## src/rtl/ir_nec_pkg.sv

```systemverilog
// ir_nec_pkg: decoder states, NEC width windows in 56.25 us sampling ticks, and the window test.
package ir_nec_pkg;
   typedef enum logic [2:0] {IDLE, LEAD_MARK, LEAD_SPACE, BIT_MARK, BIT_SPACE, STOP, RPT_STOP} state_t;
   localparam logic [7:0] LEAD_MARK_MIN  = 8'd144;
   localparam logic [7:0] LEAD_MARK_MAX  = 8'd176;
   localparam logic [7:0] LEAD_SPACE_MIN = 8'd72;
   localparam logic [7:0] LEAD_SPACE_MAX = 8'd88;
   localparam logic [7:0] RPT_SPACE_MIN  = 8'd36;
   localparam logic [7:0] RPT_SPACE_MAX  = 8'd44;
   localparam logic [7:0] BIT_MARK_MIN   = 8'd7;
   localparam logic [7:0] BIT_MARK_MAX   = 8'd13;
   localparam logic [7:0] SPACE0_MIN     = 8'd7;
   localparam logic [7:0] SPACE0_MAX     = 8'd13;
   localparam logic [7:0] SPACE1_MIN     = 8'd25;
   localparam logic [7:0] SPACE1_MAX     = 8'd35;
   function automatic logic in_window(input logic [7:0] cnt, input logic [7:0] lo, input logic [7:0] hi);
      return (cnt >= lo) && (cnt <= hi);
   endfunction
endpackage

```

## src/rtl/ir_sync_tick.sv

```systemverilog
// ir_sync_tick: 2-flop synchronizers for ir_in/nec_clk and a one-clk tick on each nec_clk rising edge.
module ir_sync_tick (
   input  logic clk,
   input  logic reset_n,
   input  logic nec_clk,
   input  logic ir_in,
   output logic ir_s,
   output logic tick
);
   logic [1:0] ir_q, ir_d;
   logic [2:0] nec_q, nec_d;
   always_comb begin
      ir_d  = {ir_q[0], ir_in};
      nec_d = {nec_q[1:0], nec_clk};
   end
   always_ff @(posedge clk) begin
      if (!reset_n) begin
         ir_q  <= 2'b11;
         nec_q <= 3'b000;
      end else begin
         ir_q  <= ir_d;
         nec_q <= nec_d;
      end
   end
   assign ir_s = ir_q[1];
   assign tick = nec_q[1] & ~nec_q[2];
endmodule

```

## src/rtl/ir_nec_decoder.sv

```systemverilog
// ir_nec_decoder: measures mark/space widths on nec_clk ticks and decodes NEC frames and repeat codes.
module ir_nec_decoder
   import ir_nec_pkg::*;
#(
   parameter int MAX_TICKS = 200,
   parameter bit CHECK_INV = 1'b1
) (
   input  logic       clk,
   input  logic       reset_n,
   input  logic       nec_clk,
   input  logic       ir_in,
   output logic [7:0] addr,
   output logic [7:0] cmd,
   output logic       valid,
   output logic       rpt,
   output logic       err,
   output logic       busy
);
   localparam logic [7:0] MAX_T = 8'(MAX_TICKS);
   state_t      state_q, state_d;
   logic [7:0]  cnt_q, cnt_d, cnt_inc;
   logic [31:0] sr_q, sr_d;
   logic [4:0]  bitcnt_q, bitcnt_d;
   logic        level_q, level_d;
   logic [7:0]  addr_q, addr_d, cmd_q, cmd_d;
   logic        valid_q, valid_d, rpt_q, rpt_d, err_q, err_d;
   logic        ir_s, tick, level_change, mark_ok, s0, s1, inv_ok;
   ir_sync_tick u_sync (
      .clk     (clk),
      .reset_n (reset_n),
      .nec_clk (nec_clk),
      .ir_in   (ir_in),
      .ir_s    (ir_s),
      .tick    (tick)
   );
   always_comb begin
      state_d      = state_q;
      cnt_d        = cnt_q;
      sr_d         = sr_q;
      bitcnt_d     = bitcnt_q;
      level_d      = level_q;
      addr_d       = addr_q;
      cmd_d        = cmd_q;
      valid_d      = 1'b0;
      rpt_d        = 1'b0;
      err_d        = 1'b0;
      cnt_inc      = (cnt_q == 8'hFF) ? cnt_q : cnt_q + 8'd1;
      level_change = ir_s != level_q;
      mark_ok      = in_window(cnt_q, BIT_MARK_MIN, BIT_MARK_MAX);
      s0           = in_window(cnt_q, SPACE0_MIN, SPACE0_MAX);
      s1           = in_window(cnt_q, SPACE1_MIN, SPACE1_MAX);
      inv_ok       = !CHECK_INV || ((sr_q[15:8] == ~sr_q[7:0]) && (sr_q[31:24] == ~sr_q[23:16]));
      if (tick) begin
         level_d = ir_s;
         cnt_d   = level_change ? 8'd1 : cnt_inc;
         // cnt_q holds the width of the level that just ended
         if (!level_change) begin
            if (state_q != IDLE && cnt_inc >= MAX_T) begin
               err_d   = 1'b1;
               state_d = IDLE;
            end
         end else begin
            case (state_q)
               IDLE: state_d = ir_s ? IDLE : LEAD_MARK;
               LEAD_MARK: begin
                  state_d = in_window(cnt_q, LEAD_MARK_MIN, LEAD_MARK_MAX) ? LEAD_SPACE : IDLE;
                  err_d   = state_d == IDLE;
               end
               LEAD_SPACE: begin
                  bitcnt_d = 5'd0;
                  state_d  = in_window(cnt_q, LEAD_SPACE_MIN, LEAD_SPACE_MAX) ? BIT_MARK :
                             in_window(cnt_q, RPT_SPACE_MIN, RPT_SPACE_MAX) ? RPT_STOP : IDLE;
                  err_d    = state_d == IDLE;
               end
               BIT_MARK: begin
                  state_d = mark_ok ? BIT_SPACE : IDLE;
                  err_d   = !mark_ok;
               end
               BIT_SPACE: begin
                  sr_d     = (s0 || s1) ? {s1, sr_q[31:1]} : sr_q;
                  bitcnt_d = (s0 || s1) ? bitcnt_q + 5'd1 : bitcnt_q;
                  state_d  = !(s0 || s1) ? IDLE : (bitcnt_q == 5'd31) ? STOP : BIT_MARK;
                  err_d    = !(s0 || s1);
               end
               STOP: begin
                  valid_d = mark_ok && inv_ok;
                  err_d   = !valid_d;
                  addr_d  = valid_d ? sr_q[7:0] : addr_q;
                  cmd_d   = valid_d ? sr_q[23:16] : cmd_q;
                  state_d = IDLE;
               end
               RPT_STOP: begin
                  rpt_d   = mark_ok;
                  err_d   = !mark_ok;
                  state_d = IDLE;
               end
               default: state_d = IDLE;
            endcase
         end
      end
   end
   always_ff @(posedge clk) begin
      if (!reset_n) begin
         state_q  <= IDLE;
         cnt_q    <= 8'd0;
         sr_q     <= 32'd0;
         bitcnt_q <= 5'd0;
         level_q  <= 1'b1;
         addr_q   <= 8'd0;
         cmd_q    <= 8'd0;
         valid_q  <= 1'b0;
         rpt_q    <= 1'b0;
         err_q    <= 1'b0;
      end else begin
         state_q  <= state_d;
         cnt_q    <= cnt_d;
         sr_q     <= sr_d;
         bitcnt_q <= bitcnt_d;
         level_q  <= level_d;
         addr_q   <= addr_d;
         cmd_q    <= cmd_d;
         valid_q  <= valid_d;
         rpt_q    <= rpt_d;
         err_q    <= err_d;
      end
   end
   assign addr  = addr_q;
   assign cmd   = cmd_q;
   assign valid = valid_q;
   assign rpt   = rpt_q;
   assign err   = err_q;
   assign busy  = state_q != IDLE;
endmodule

```

## config.mk

```make
export PLATFORM = sky130hd
export DESIGN_NAME = ir_nec_decoder
export DESIGN_NICKNAME = d
export VERILOG_FILES = /design/src/rtl/ir_nec_pkg.sv /design/src/rtl/ir_sync_tick.sv /design/src/rtl/ir_nec_decoder.sv
export SDC_FILE = /design/constraint.sdc
export NUM_CORES = 1
export LEC_CHECK = 0
export CORE_MARGIN = 2
export CORE_UTILIZATION = 30
export DETAILED_ROUTE_END_ITERATION = 7
export GPL_ROUTABILITY_DRIVEN = 0
export SYNTH_ARGS = -nofsm -noshare
export SYNTH_HDL_FRONTEND = slang
export SYNTH_SLANG_ARGS = --single-unit
export TNS_END_PERCENT = 50
```

## constraint.sdc

```tcl
create_clock -name clk -period 3.1 [get_ports clk]
set_clock_uncertainty 0.15 [all_clocks]
set_input_delay 0.62 -clock clk [delete_from_list [all_inputs] [get_ports clk]]
set_output_delay 0.62 -clock clk [all_outputs]
set_load 0.05 [all_outputs]
```

==> results by group <==
Clock network
  • Hold Buf Count CTS: 0
  • Clk_lat worst skew: 0.33 ns
  • Total CTS buffers: 9
  • Clock root buffer: clkbuf_16
  • CTS max path bufs: 2
  • Post-CTS sizing: 0
  • Clock-pin slew on the worst setup and hold paths: 0.06 ns
  • H-tree depth: 3
  • Clock Sinks: 73
  • CTS tree: built
  • Post-CTS setup buffer count: 0

Timing
  • Sum of negative setup slack: 0 ns
  • Slew Limit Headroom: 0.598
  • Minimum clock period: 2.73 ns
  • Final period utilization: 0.881
  • Final setup vio count: 0
  • RSZ-0062 raised after global routing: false
  • Final number of hold-violating endpoints: 0
  • Final worst slack: 0.368 ns
  • Max Clk Rate: 366 MHz
  • Max-slew violations: 0
  • Slew @ Worst Pin: 0.588 ns

Placed design
  • IO Port Bufs: 23
  • Post-DP HPWL: 4900 um
  • Post-DP Area: 0.00371 mm2
  • Pre-CTS WS: 0.621 ns

Floorplanning
  • DIE AREA: 0.0121 mm2
  • Die Wd: 110 um
  • IO Pins: 24
  • Rows: 38
  • Area of the core: 0.0109 mm2
  • Initial Util: 0.309
  • Die Height: 110 um

Setup path
  • Critical Setup Path Class: flip-flop to output pin
  • Critical R2R Launch: cnt_q[0]
  • CP Launch Type: flip-flop
  • CP max FO: 14
  • FF-to-FF path depth: 9
  • Crit end category: output pin
  • R2R setup slack: 0.61 ns
  • Critical path required time: 2.33 ns
  • FF-to-FF End: bitcnt_q[0]
  • WP data arrival: 1.96 ns

Min path
  • Hold path depth: 1
  • Worst Hold Class: flip-flop to flip-flop
  • Hold_sp: u_sync.ir_q[0]
  • Worst Hold Endpoint: u_sync.ir_q[1]

Synthesis
  • Synth Area in Adders: 0.0185
  • Syn Nets: 415
  • Post-Synth Simple-Gate Area: 0.244
  • Share of synthesized flip-flops with an asynchronous set or reset: 0
  • EDFF count, synth: 0
  • Synth unique cells: 59
  • Yosys warns: 0
  • Synthesized flop and latch total: 73
  • Syn Area/Cell: 8.32 um2
  • Post-synthesis sequential area ratio: 0.433
  • Top FF cell, synth: dfxtp_1
  • Post-Syn Area: 0.00338 mm2
  • Post-synthesis compound-gate area fraction: 0.162
  • XOR/XNOR share of the synthesized area: 0.0519
  • Mux cell area share after synthesis: 0.0474
  • Combinational family with the most area after synthesis: simple AND/OR/NAND/NOR gates
  • Syn Inst Count: 406

Cells and area
  • Filler instances: 1113
  • Antenna Diode Count: 0
  • Fraction of layout cells with a size suffix above 1: 0.0749
  • Nets: 431
  • Area grow syn2layout: 19.2%
  • Area of the multi-input gates: 0.00177 mm2
  • Fin area: 0.00403 mm2
  • FF+latch area: 0.00146 mm2

Global routing
  • Grt met3 use: 0.0312
  • Vias in the first global route: 2664
  • First-pass GRT wire length: 12700 um
  • Antenna violations before repair: 0
  • GR Util All Layers: 0.132
  • GR peak layer: met2
  • Largest net degree at the start of global routing: 35
  • Overflow after GRT: 0
  • Grt met2 use: 0.193
  • GR Util met1: 0.182

Drt
  • DR iter-0 viols: 121
  • Drt pass-1 iters: 4
  • DR vias: 2811
  • Routed Antenna Nets: 0
  • Vias per Instance: 4.96
  • Wirelength per Cell: 12.6 um
  • Total routed wirelength: 7170 um
  • DRC: 0

Job
  • Max-Cap Viols: 0

Pwr
  • Leak pwr: 1.32 nW
  • Peak supply drop: 0.234 mV
  • PwrDens: 515 mW/mm2

Outcome
  • Status: complete, no violations
==> report_power, final <==
| group | total, mW | switching, mW | internal, mW |
|---|---|---|---|
| combinational | 0.0536 | 0.0336 | 0.0200 |
| sequential | 0.947 | 0.00448 | 0.943 |
| clock | 1.07 | 0.401 | 0.672 |
==> worst max-delay path, cell delays in order, from the launching register on <==
cell and delay [ns]:
dfxtp_1 0.57, or3_1 0.24, clkdlybuf4s50_1 0.82
==> cells in the mapped netlist, types with 7 or more instances <==
cell / n / area (um2)
xnor2_1: 18 / 158
clkbuf_1: 15 / 56.3
nor3_1: 10 / 50.1
a21oi_1: 47 / 235
inv_1: 7 / 26.3
mux2i_1: 16 / 160
nor2_1: 36 / 135
dfxtp_1: 73 / 1460
nand2_1: 83 / 312
==> flip-flops by register name, indices dropped and copies added (netlist names), 2 cells and up <==
name / count
cnt_q: 8
bitcnt_q: 5
sr_q: 32
cmd: 8
addr: 8
state_q: 3
u_sync.nec_q: 3
u_sync.ir_q: 2
==> per-stage QoR <==
stage / hold slack, ns / power [mW] / cells / utilization
2_1_floorplan: 0.236 / 1.01 / 406 / -
3_3_place_gp: 0.250 / 1.02 / 551 / 0.339
3_5_place_dp: 0.256 / 1.02 / 551 / 0.339
4_1_cts: 0.274 / 2.10 / 567 / 0.368
5_1_grt: 0.299 / 2.15 / 567 / 0.368
6_report: 0.267 / 2.07 / 567 / 0.368
==> worst max-delay path by stage <==
stage                     startpoint     endpoint  slack (ns)  cells after the start
after floorplan             cnt_q[0]       cmd[4]        0.81                      7
after global placement      cnt_q[0]  bitcnt_q[0]        0.69                      9
after detailed placement    cnt_q[0]  bitcnt_q[0]        0.62                      9
after CTS                 state_q[0]         busy        0.35                      2
after global routing      state_q[0]         busy        0.28                      2
final                     state_q[0]         busy        0.37                      2
==> cell type report <==
class | instances | share of cell area
multi-input cells | 301 | 0.440
flip-flops and latches | 73 | 0.363
repair buffers | 29 | 0.0684
clock buffers | 11 | 0.0628
well taps | 140 | 0.0435
clock inverters | 5 | 0.0152
inverters | 8 | 0.00746
==> per-layer routing <==
layer	routed length, um	vias up
li1	-	1439
met2	3230	60
met1	3440	1299
met3	322	13
met4	172	0
met5	0	-
==> layout by cell type (no fill, tap or decap), types with 2 or more instances in the layout <==
cell             Yosys  layout
nand2_1             83      83
or3_1                3       3
a22oi_1              3       3
clkdlybuf4s50_1      0      23
nor4_1               2       2
nor3_1              10      10
and2_1               6       6
buf_4                0       6
xnor2_1             18      18
nand4_1              3       3
inv_1                7       7
nand2b_1             4       4
dfxtp_1             73      73
nand3_1              6       6
nor4_2               2       2
o21ai_0              6       6
mux2i_1             16      16
o31ai_1              2       2
and3_1               3       3
a31oi_1              4       4
o211ai_1             2       2
ha_1                 5       5
a21oi_1             47      47
clkbuf_16            0       9
nor2_1              36      36
xor2_1               2       2
a311oi_1             2       2
nor2b_1              4       4
inv_6                0       2
a211o_1              2       2
clkbuf_8             0       2
o311ai_0             2       2
nand3b_1             2       2
==> kinds of logic after synthesis <==
| family | after synthesis |
|---|---|
| and+or+nand+nor | 175 |
| xor gates and xnor gates | 20 |
| muxes | 16 |
| buffers and inverters | 32 |
| adders and majority gates | 5 |
| AOI/OAI and AO/OA | 85 |
| DFF | 73 |
(Power assumes the default switching activity.)
